===== config.mk =====
export PLATFORM = sky130hd
export DESIGN_NAME = reg_file_scoreboard
export DESIGN_NICKNAME = d
export VERILOG_FILES = /design/src/rtl/reg_file_scoreboard.sv
export SDC_FILE = /design/constraint.sdc
export NUM_CORES = 2
export LEC_CHECK = 0
export ABC_AREA = 0
export CORE_MARGIN = 2
export CORE_UTILIZATION = 56
export DETAILED_ROUTE_END_ITERATION = 7
export PLACE_DENSITY_LB_ADDON = 0.08
export SLEW_MARGIN = 40
export SYNTH_ARGS = -nofsm -noshare
export SYNTH_HDL_FRONTEND = slang
export SYNTH_SLANG_ARGS = --single-unit

===== constraint.sdc =====
create_clock -name iClk -period 118 [get_ports iClk]
set_input_delay 23.6 -clock iClk [delete_from_list [all_inputs] [get_ports iClk]]
set_output_delay 23.6 -clock iClk [all_outputs]
set_load 0.05 [all_outputs]

===== src/rtl/reg_file_scoreboard.sv =====
// Register file with a write-pending scoreboard. Write-back commits data and
// retires the pending bit; decode reads two bypassed ports and sees a
// combinational stall for RAW/WAW hazards against writes still in flight.
module reg_file_scoreboard #(
   parameter int unsigned DATA_WIDTH = 32,
   parameter int unsigned ADDR_WIDTH = 5
) (
   input  logic                    iClk,
   input  logic                    iRst,
   input  logic [ADDR_WIDTH-1:0]   iRdAddrA,
   input  logic [ADDR_WIDTH-1:0]   iRdAddrB,
   input  logic                    iRdEnA,
   input  logic                    iRdEnB,
   output logic [DATA_WIDTH-1:0]   oRdDataA,
   output logic [DATA_WIDTH-1:0]   oRdDataB,
   input  logic                    iIssueValid,
   input  logic                    iIssueWrites,
   input  logic [ADDR_WIDTH-1:0]   iIssueDest,
   output logic                    oStall,
   input  logic                    iWbValid,
   input  logic [ADDR_WIDTH-1:0]   iWbAddr,
   input  logic [DATA_WIDTH-1:0]   iWbData,
   output logic [2**ADDR_WIDTH-1:0] oBusyMask,
   output logic [ADDR_WIDTH:0]     oPendingCount,
   output logic                    oWbOrphan
);

   localparam int unsigned NumRegs = 2 ** ADDR_WIDTH;

   logic [DATA_WIDTH-1:0] regs_q [NumRegs];
   logic [NumRegs-1:0]    pend_q, pend_d, pend_eff;
   logic [ADDR_WIDTH:0]   cnt_q, cnt_d;
   logic                  orphan_q, orphan_d;
   logic                  wb_hit, wb_retire, accept, set_hit;

   // Write-back to r0 is ignored; a live write-back retires its hazard this cycle.
   always_comb begin
      wb_hit    = iWbValid & (iWbAddr != '0);
      wb_retire = wb_hit & pend_q[iWbAddr];
      pend_eff  = pend_q;
      if (wb_hit) begin
         pend_eff[iWbAddr] = 1'b0;
      end
   end

   // Bypassed read ports; r0 always reads zero.
   always_comb begin
      oRdDataA = regs_q[iRdAddrA];
      if (wb_hit && (iWbAddr == iRdAddrA)) begin
         oRdDataA = iWbData;
      end
      if (iRdAddrA == '0) begin
         oRdDataA = '0;
      end
      oRdDataB = regs_q[iRdAddrB];
      if (wb_hit && (iWbAddr == iRdAddrB)) begin
         oRdDataB = iWbData;
      end
      if (iRdAddrB == '0) begin
         oRdDataB = '0;
      end
   end

   // Issue stall on RAW (either source) or WAW (destination) against pending writes.
   always_comb begin
      oStall  = iIssueValid & ((iRdEnA & pend_eff[iRdAddrA]) |
                               (iRdEnB & pend_eff[iRdAddrB]) |
                               (iIssueWrites & pend_eff[iIssueDest]));
      accept  = iIssueValid & ~oStall;
      set_hit = accept & iIssueWrites & (iIssueDest != '0);
   end

   // Next-state for the scoreboard; a set wins over a same-index clear.
   always_comb begin
      pend_d   = pend_q;
      cnt_d    = cnt_q;
      orphan_d = orphan_q | (wb_hit & ~pend_q[iWbAddr]);
      if (wb_hit) begin
         pend_d[iWbAddr] = 1'b0;
      end
      if (set_hit) begin
         pend_d[iIssueDest] = 1'b1;
      end
      unique case ({set_hit, wb_retire})
         2'b10:   cnt_d = cnt_q + {{ADDR_WIDTH{1'b0}}, 1'b1};
         2'b01:   cnt_d = cnt_q - {{ADDR_WIDTH{1'b0}}, 1'b1};
         default: cnt_d = cnt_q;
      endcase
   end

   // Scoreboard state registers.
   always_ff @(posedge iClk or posedge iRst) begin
      if (iRst) begin
         pend_q   <= '0;
         cnt_q    <= '0;
         orphan_q <= 1'b0;
      end else begin
         pend_q   <= pend_d;
         cnt_q    <= cnt_d;
         orphan_q <= orphan_d;
      end
   end

   // Register array; commit happens on the edge, orphan writes included.
   always_ff @(posedge iClk or posedge iRst) begin
      if (iRst) begin
         for (int unsigned i = 0; i < NumRegs; i++) begin
            regs_q[i] <= '0;
         end
      end else if (wb_hit) begin
         regs_q[iWbAddr] <= iWbData;
      end
   end

   assign oBusyMask     = pend_q;
   assign oPendingCount = cnt_q;
   assign oWbOrphan     = orphan_q;

endmodule


==> metrics.md <==
| Metric | Value |
|---|---|
| CTS root buffer | `clkbuf_16` |
| Global-route wire length before repair | `269 mm` |
| Synth Area per Inst | `14.1 sq um` |
| Reg clk slew, reported paths | `around 0.060 ns` |
| Post-CTS Setup Inserts | `0` |
| Top Ports | `between 150 and 200` |
| Maxcap violations | `0` |
| Comb pwr share | `23.4%` |
| Internal power | `about 0.00083 W` |
| # fillers | `a little under 8000` |
| Ys flop type | `dfrtp_1` |
| Chip width | `327 microns` |
| Critical Path End Type | `primary output` |
| CP delay by family, top | `buffers and inverters` |
| # nets final | `4118` |
| Outcome | `complete, no violations` |
| Yosys top cell by area | `dfrtp_1` |
| Aggregate negative setup slack | `0 ns` |
| Flop pwr share | `42.1%` |
| Largest net degree at the start of global routing | `between 100 and 150` |
| Most frequent cell after synthesis | `dfrtp_1` |
| H-tree depth reported by CTS | `3` |
| Total GRT Usage | `34.6%` |
| Chip height | `around 330 microns` |
| Via count | `approximately 38000` |
| CTS Sinks | `1063` |
| Unrepaired setup endpoints after global routing | `false` |
| Largest stage delay, worst path | `0.93 ns` |
| GP Congestion | `around 0.95` |
| Starting DRT DRC Count | `4473` |
| CP cell instances | `clkdlybuf4s50_1, or2_2, o41ai_1, nor4_1, nand3_4, buf_4, nor2_1, a211oi_1, clkdlybuf4s50_1` |
| Leak | `28.3 nW` |
| Slew HR | `approximately two fifths` |
| Cts bufs inserted | `117` |
| Core area | `103000 sq um` |
| Post-DP HPWL | `96.5 mm` |
| Seq. cell area | `26600 sq um` |
| Final period utilization | `between 40% and 50%` |
| Measured slew at the worst slew-check pin | `0.928 ns` |
| Sw Ratio | `between 20% and 30%` |
| Vias in the first global route | `approximately 39000` |
| TritonRoute pass-1 iters | `7` |
| Min-Delay Path Class | `flop to flop` |
| Yosys top cell area share | `45.6%` |
| Pre-CTS setup slack | `65.95 ns` |
| Final setup viols | `0` |
| Max-slew violation count | `0` |
| Worst-path maximum fanout | `40` |
| Max clock buf depth | `3` |
| Peak supply drop | `0.0133 mV` |
| Cells after Synth | `4142` |
| Synthesis Warnings | `0` |
| Initial Utilization | `between 50 and 60%` |
| Top post-synthesis cells by area | `dfrtp_1 46%, mux4_2 24%, mux2_2 16%` |
| DR DRC count | `0` |
| Setup slack after layout | `about 66 ns` |
| Multi-input gate area in the final layout | `about 30000 sq um` |
| Worst EP required | `94.40 ns` |
| Post-Syn Area | `roughly 60000 sq um` |
| Clock power frac | `34.6%` |
| Number of enable flip-flop cells after synthesis | `0` |
| Vias per std cell | `6.94` |
| Share of cells above drive strength 1 | `roughly 45%` |
| WP buf/inv | `3` |
| Psw | `0.000331 W` |
| Endpoints failing hold | `0` |
| Seq cells post-synth | `1063` |
| Setup Crit Path Kind | `primary input to primary output` |
| Min cycle time layout | `52.07 ns` |
| Critical Path AT | `28.47 ns` |
| I/O Buffers | `162` |
| Slowest-stage cell, CP | `clkdlybuf4s50_1` |
| Initial antenna violation count | `2` |
| Synth Net Count | `4207` |
| Area grow syn2layout | `12.1%` |
| Row cnt | `118` |
| Die area | `107000 sq um` |
| Grt total ovfl | `0` |
| Async set-reset flop share out of synthesis | `100%` |
| Final Skew | `about 0.014 ns` |
| Fin util | `63.2%` |
| Routed WL per cell | `32.8 microns` |
| Synth top cells by count | `1063 x dfrtp_1, 838 x mux2_2, 634 x mux4_2` |
| Seq/Total Area, Yosys | `a little under half` |
| Worst path most repeated cell | `clkdlybuf4s50_1` |
| CTS resizes | `0` |
| Antenna-violating nets left | `0` |
| TritonCTS clock tree | `yes` |
| Maximum clock frequency | `~19 MHz` |
| Cell variety after synth | `76` |
| PD cells | `roughly 18 nW/um^2` |
| Final WL | `181 mm` |
| Clock latency on the worst-skew pair | `around 0.7 ns` |
| Startpoint Class | `primary input` |
| Hold_buf cts | `0` |
| Tot Pwr | `around 0.0012 W` |
## per-layer routing
| metal | up-vias | track usage, % | part of all wire, % | routed length [microns] |
|---|---|---|---|---|
| li1 | 15500 | - | - | - |
| met1 | 20600 | 48.5 | 40 | 73000 |
| met2 | 1797 | 53.7 | 47 | 85400 |
| met3 | 432 | 7.93 | 8.6 | 15600 |
| met4 | 2 | 12.5 | 4.1 | 7370 |
| met5 | - | 0 | 0.033 | 59 |
## area by class of cell
cell class | count | area share [%]
flip-flops and latches | 1063 | 40.7
diodes | 2 | 0.00765
multi-input cells | 2606 | 46.3
clock buffers | 169 | 5.35
clock inverters | 49 | 1.14
well taps | 1380 | 2.64
inverters | 13 | 0.0937
repair buffers | 252 | 3.76
## stage by stage
stage                     area (sq um)  hold slack, ns  instances
final                            65400           0.394       5534
after global routing             65400           0.411       5532
after CTS                        65400           0.396       5532
after detailed placement         61100           0.382       5314
after global placement           60900           0.378       5308
after floorplan                  58400           0.441       4142
## kinds of logic (layout without fill, tap and decap cells)
logic type               Yosys count  count (layout)  share of synthesized area [%]
multiplexers                    1561            1561                           42.2
adder cells (fa/ha/maj)            6               6                          0.141
flip-flops                      1063            1063                           45.6
AND/OR/NAND/NOR                  777             777                           5.66
XOR/XNOR                          18              18                          0.270
other                              0               2                              0
buffers and inverters            473             483                           3.27
AO/OA/AOI/OAI                    244             244                           2.93
## final timing paths
| path | start | cells after the start | endpoint | slack [ns] |
|---|---|---|---|---|
| max reg2reg | oBusyMask[10] | 17 | oPendingCount[5] | 113.89 |
| max in group asynchronous | iRst | 6 | regs_q[484] | 91.50 |
| min | regs_q[1000] | 0 | regs_q[1000] | 0.39 |
| max | iWbAddr[4] | 9 | oRdDataB[5] | 65.93 |
| min in group asynchronous | iRst | 2 | regs_q[826] | 23.44 |
| min reg2reg | regs_q[1000] | 0 | regs_q[1000] | 0.39 |
## registers in the layout (all words and copies together) (netlist names)
signal         count
regs_q          1024
oWbOrphan          1
oPendingCount      6
oBusyMask         32
## power by group through the flow
stage	Sequential [W]	Clock [W]	Combinational, W
6_report	0.000487	0.000400	0.000270
5_1_grt	0.000495	0.000421	0.000287
4_1_cts	0.000485	0.000406	0.000271
3_5_place_dp	0.000491	0	0.000271
3_3_place_gp	0.000488	0	0.000265
2_1_floorplan	0.000483	0	0.000203
## layout by cell type (no fill, tap or decap), types with 18 or more instances in the layout
cell type        netlist  final
dfrtp_1             1063   1063
mux2_2               838    838
mux4_2               634    634
nand2_1              535    515
clkdlybuf4s50_1        0    132
clkbuf_16              0    121
nor2_1               121    108
mux2i_1               89     89
a211oi_1              87     86
buf_4                  5     55
o21ai_0               43     43
a21oi_1               33     33
nand3_1               35     33
buf_6                  3     31
clkbuf_8               0     30
clkinv_2               0     21
nor2b_1               21     20
buf_2                 73     20
clkbuf_1             280     19
bufinv_16              0     18
Power figures use the tool's default switching activity.
